$ cat config.mk
export PLATFORM = sky130hd
export DESIGN_NAME = pwr_event_counter
export DESIGN_NICKNAME = d
export VERILOG_FILES = /design/src/rtl/pwr_event_counter.sv
export SDC_FILE = /design/constraint.sdc
export NUM_CORES = 1
export LEC_CHECK = 0
export ABC_CLOCK_PERIOD_IN_PS = 7400
export CORE_ASPECT_RATIO = 0.5
export CORE_MARGIN = 4
export CORE_UTILIZATION = 40
export DETAILED_ROUTE_END_ITERATION = 8
export MAX_ROUTING_LAYER = met4
export PLACE_DENSITY = 0.65
export SYNTH_ARGS = -nofsm -noshare
export SYNTH_HDL_FRONTEND = slang
export SYNTH_SLANG_ARGS = --single-unit
export TNS_END_PERCENT = 100
$ cat constraint.sdc
create_clock -name CLK -period 7.4 [get_ports CLK]
set_clock_uncertainty 0.05 [all_clocks]
set_input_delay 2.22 -clock CLK [delete_from_list [all_inputs] [get_ports CLK]]
set_output_delay 2.22 -clock CLK [all_outputs]
set_load 0.1 [all_outputs]
$ cat src/rtl/pwr_event_counter.sv
// pwr_event_counter: per-channel rising-edge counters for gate EVT lines,
// read out through a four-phase RD_REQ/RD_ACK handshake.
module pwr_event_counter #(
    parameter int NCH  = 4,
    parameter int CW   = 16,
    parameter int SELW = 2
) (
    input  logic            CLK,
    input  logic            RESET,
    input  logic            ENB,
    input  logic            CLR,
    input  logic [NCH-1:0]  EVT,
    input  logic            RD_REQ,
    input  logic [SELW-1:0] RD_SEL,
    output logic            RD_ACK,
    output logic [CW-1:0]   RD_DATA,
    output logic [NCH-1:0]  OVF
);

    typedef enum logic {
        IDLE,
        ACK
    } state_t;

    logic [NCH-1:0] s1, s2, s3;
    logic [NCH-1:0] rise;
    logic [CW-1:0]  cnt [NCH];
    logic [CW-1:0]  rd_mux;
    state_t         state, state_nxt;
    logic           capture;

    // Two-flop synchroniser plus history flop; history tracks even when ENB=0
    always_ff @(posedge CLK or posedge RESET) begin
        if (RESET) begin
            s1 <= '0;
            s2 <= '0;
            s3 <= '0;
        end else begin
            s1 <= EVT;
            s2 <= s1;
            s3 <= s2;
        end
    end

    assign rise = s2 & ~s3;

    // Saturating counters; OVF marks an edge that arrived while already at max
    always_ff @(posedge CLK or posedge RESET) begin
        if (RESET) begin
            for (int unsigned i = 0; i < NCH; i++) cnt[i] <= '0;
            OVF <= '0;
        end else if (CLR) begin
            for (int unsigned i = 0; i < NCH; i++) cnt[i] <= '0;
            OVF <= '0;
        end else if (ENB) begin
            for (int unsigned i = 0; i < NCH; i++) begin
                if (rise[i]) begin
                    if (cnt[i] == '1) OVF[i] <= 1'b1;
                    else              cnt[i] <= cnt[i] + 1'b1;
                end
            end
        end
    end

    // Channel select; out-of-range selects read as zero
    always_comb begin
        rd_mux = '0;
        for (int unsigned i = 0; i < NCH; i++) begin
            if (RD_SEL == SELW'(i)) rd_mux = cnt[i];
        end
    end

    // Read FSM state register
    always_ff @(posedge CLK or posedge RESET) begin
        if (RESET) state <= IDLE;
        else       state <= state_nxt;
    end

    // Read FSM next state and capture strobe
    always_comb begin
        state_nxt = state;
        capture   = 1'b0;
        case (state)
            IDLE: begin
                if (RD_REQ) begin
                    capture   = 1'b1;
                    state_nxt = ACK;
                end
            end
            ACK: begin
                if (!RD_REQ) state_nxt = IDLE;
            end
            default: state_nxt = IDLE;
        endcase
    end

    // Captured read data; held between reads, cleared only by RESET
    always_ff @(posedge CLK or posedge RESET) begin
        if (RESET)        RD_DATA <= '0;
        else if (capture) RD_DATA <= rd_mux;
    end

    assign RD_ACK = (state == ACK);

endmodule
==> results.cfg <==
[status]
outcome = finished clean

[timing]
worst_slew_pin_slew_ns = 1.03
fin_crit_ns = 4.16
hold_viol = 0
holdWs_ns = 0.300
fin_crit_sh = 0.562
setup_ws_ns = 3.24
slew_headroom = 0.308
rsz0062_at_grt = no
setup_violations = 0
finalSetupTns_ns = 0
slew_viol_final = 0
fmax_mhz = 241

[logic_synthesis]
netlist_top_cells_count = dfrtp_1, a21oi_1, nand3_1
yosys_warnings = 0
netlist_area_mm2 = 0.00527
synthArstFlopShare = 1.00
post-synth-top-count-cell = dfrtp_1
synth_top_cell_by_area = dfrtp_1
yosysTopAreaCellShare = 0.461
postSynthAreaPerCell_um2 = 10.7
synthCells = 491
synth_ff_type = dfrtp_1
synth-edff-count = 0
synth_area_leaders = dfrtp_1, mux4_2, a21oi_1, mux2_2, o31ai_1
synth_seq_area_share = 0.461
synth_fp_nets = 506
ys_ff_latch = 97
synth.distinct_cells = 48

[setup_path]
cp_data_required_time_ns = 5.13
crit_chain = clkdlybuf4s50_1
cp.arrival_ns = 1.89
crit_path_start_kind = flop
crit_path_top_delay_cell = clkdlybuf4s50_1
cp_max_fo = 2
r2r-start = cnt[0]
critical_path_class = reg -> out
end_kind = primary output
crit_buf_inv = 1
worstReg2RegEnd = cnt[13]
rrSetupSlack_ns = 5.03
reg2reg_depth = 5
crit_family = buffers and inverters
critical-path-max-stage-delay_ns = 1.15

[drt]
totalWireLength_mm = 12.7
wl_per_cell_um = 18.6
route.detailed.drc = 0
drtIter0Drc = 380
ant_nets = 0
firstDrtPassIters = 5
via_count = 4132
via_per_inst = 6.09

[grt]
grtUsageTotal = 0.185
grt_use_met2 = 0.271
grt_pass1_vias = 3855
grt_max_degree = 62
use_met1 = 0.257
top_usage_layer = met2
grt_pass1_wl_mm = 21.0
grt_overflow_total = 0
antenna_found_initial = 0
gr-usage-met3 = 0.0473

[power_and_ir_drop]
pwr-share-seq = 0.487
swShare = 0.231
combPwrFrac = 0.051
power_leakage_nw = 2.36
p_int_uw = 853
clock_power_share = 0.462
switchingPower_uw = 256
ir_drop_mv = 0.103
cellPowerDensity_mw_per_mm2 = 185

[flow_run]
max_cap_viol_count = 0

[placement]
place_ws_ns = 2.95
dpl.hpwl_mm = 9.01
gp_congestion = 0.935
placed_area_mm2 = 0.00566
port_buffers = 31

[die]
dieHeight_um = 89.1
die_w_um = 170
rows = 29
io_pins = 32
fp.dieArea_mm2 = 0.0152
initial_core_util = 0.412
core-area_mm2 = 0.0128

[clock_tree]
insertion_delay_ns = 0.35
cts.sinks = 97
holdBufCountCts = 0
clockRootBuffer = clkbuf_16
cts_htree_levels = 3
cts_tree = built
post_cts.resized_instances = 0
path_clk_slew_ns = 0.07
postCtsSetupRepairBufs = 0
numCtsBuffers = 9
clockBufferDepth = 2

[min_path]
hold_depth = 0
hold_path_startpoint = s1[1]
min_path_type = reg -> reg
min_to = s2[1]

[final_layout]
drive_gt1_frac = 0.136
nNetsFinal = 519
fin_util = 0.469
seq_area_mm2 = 0.00243
multiInputGateArea_mm2 = 0.00264
fillCellCount = 1163
stdcell_area_mm2 = 0.00598
antenna_cells = 0
area_growth_pct = 13.6
metrics by stage:
stage / total power, mW / cells
2_1_floorplan: 0.589 / 491
4_1_cts: 1.12 / 679
6_report: 1.11 / 679
3_3_place_gp: 0.608 / 663
3_5_place_dp: 0.608 / 663
5_1_grt: 1.15 / 679
state kept, by name (all words and copies together), names as in the netlist:
signal,count
OVF,4
RD_ACK,1
RD_DATA,16
cnt,64
s1,4
s2,4
s3,4
final cells by class:
cell class                 instances  area share
timing repair buffer              35      0.0560
tap                              170      0.0355
sequential                        97       0.406
inverter                          10     0.00669
clock inverter                     7      0.0171
clock buffer                       9      0.0376
multi-input combinational        351       0.441
power by group through the flow:
stage / registers, mW / clock network (mW) / logic, mW
detailed placement: 0.550 / 0 / 0.0578
CTS: 0.540 / 0.524 / 0.0578
global placement: 0.550 / 0 / 0.0576
global route: 0.541 / 0.549 / 0.0628
finish: 0.540 / 0.512 / 0.0566
floorplan: 0.555 / 0 / 0.0341
metal layers:
layer,share of wire,vias to the layer above
li1,-,1941
met4,0.018,0
met1,0.49,2080
met5,0,-
met3,0.053,19
met2,0.44,92
worst max path at each step:
| stage | slack (ns) | startpoint | cells after the start | end |
|---|---|---|---|---|
| final | 3.24 | OVF[2] | 1 | OVF[2] |
| after global routing | 3.15 | ENB | 5 | cnt[13] |
| after CTS | 3.23 | OVF[2] | 1 | OVF[2] |
| after detailed placement | 2.95 | ENB | 5 | cnt[13] |
| after global placement | 2.97 | ENB | 5 | cnt[63] |
| after floorplan | 2.60 | RESET | 1 | OVF[0] |
cell usage in the layout (no fill, tap or decap), drive strengths merged, types with 2 or more instances in the layout:
master | Yosys | final
buf | 18 | 5
a21oi | 47 | 47
o31ai | 22 | 22
clkinvlp | 0 | 3
bufinv | 0 | 2
or3 | 12 | 12
or4 | 22 | 22
o21a | 3 | 3
nand3 | 30 | 30
a211oi | 3 | 3
nor4 | 10 | 10
o21ai | 14 | 14
and3 | 8 | 8
ha | 4 | 4
nor2 | 21 | 21
nand4 | 20 | 20
or2 | 3 | 3
mux2 | 30 | 30
inv | 9 | 11
nor2b | 14 | 14
and2 | 2 | 2
o311ai | 6 | 6
o31a | 3 | 3
and3b | 4 | 4
mux4 | 16 | 16
nand2 | 23 | 23
clkbuf | 15 | 9
nor3 | 8 | 8
and4 | 8 | 8
nand3b | 5 | 5
dfrtp | 97 | 97
o41ai | 7 | 7
clkdlybuf4s50 | 0 | 30
kinds of logic after synthesis:
kind of cell	after synthesis	synth area share
AOI/OAI and AO/OA	108	0.130
buffers and inverters	43	0.0390
adders and majority gates	4	0.00950
and+or+nand+nor	192	0.227
DFF	97	0.461
muxes	47	0.134
(Power assumes the default switching activity.)
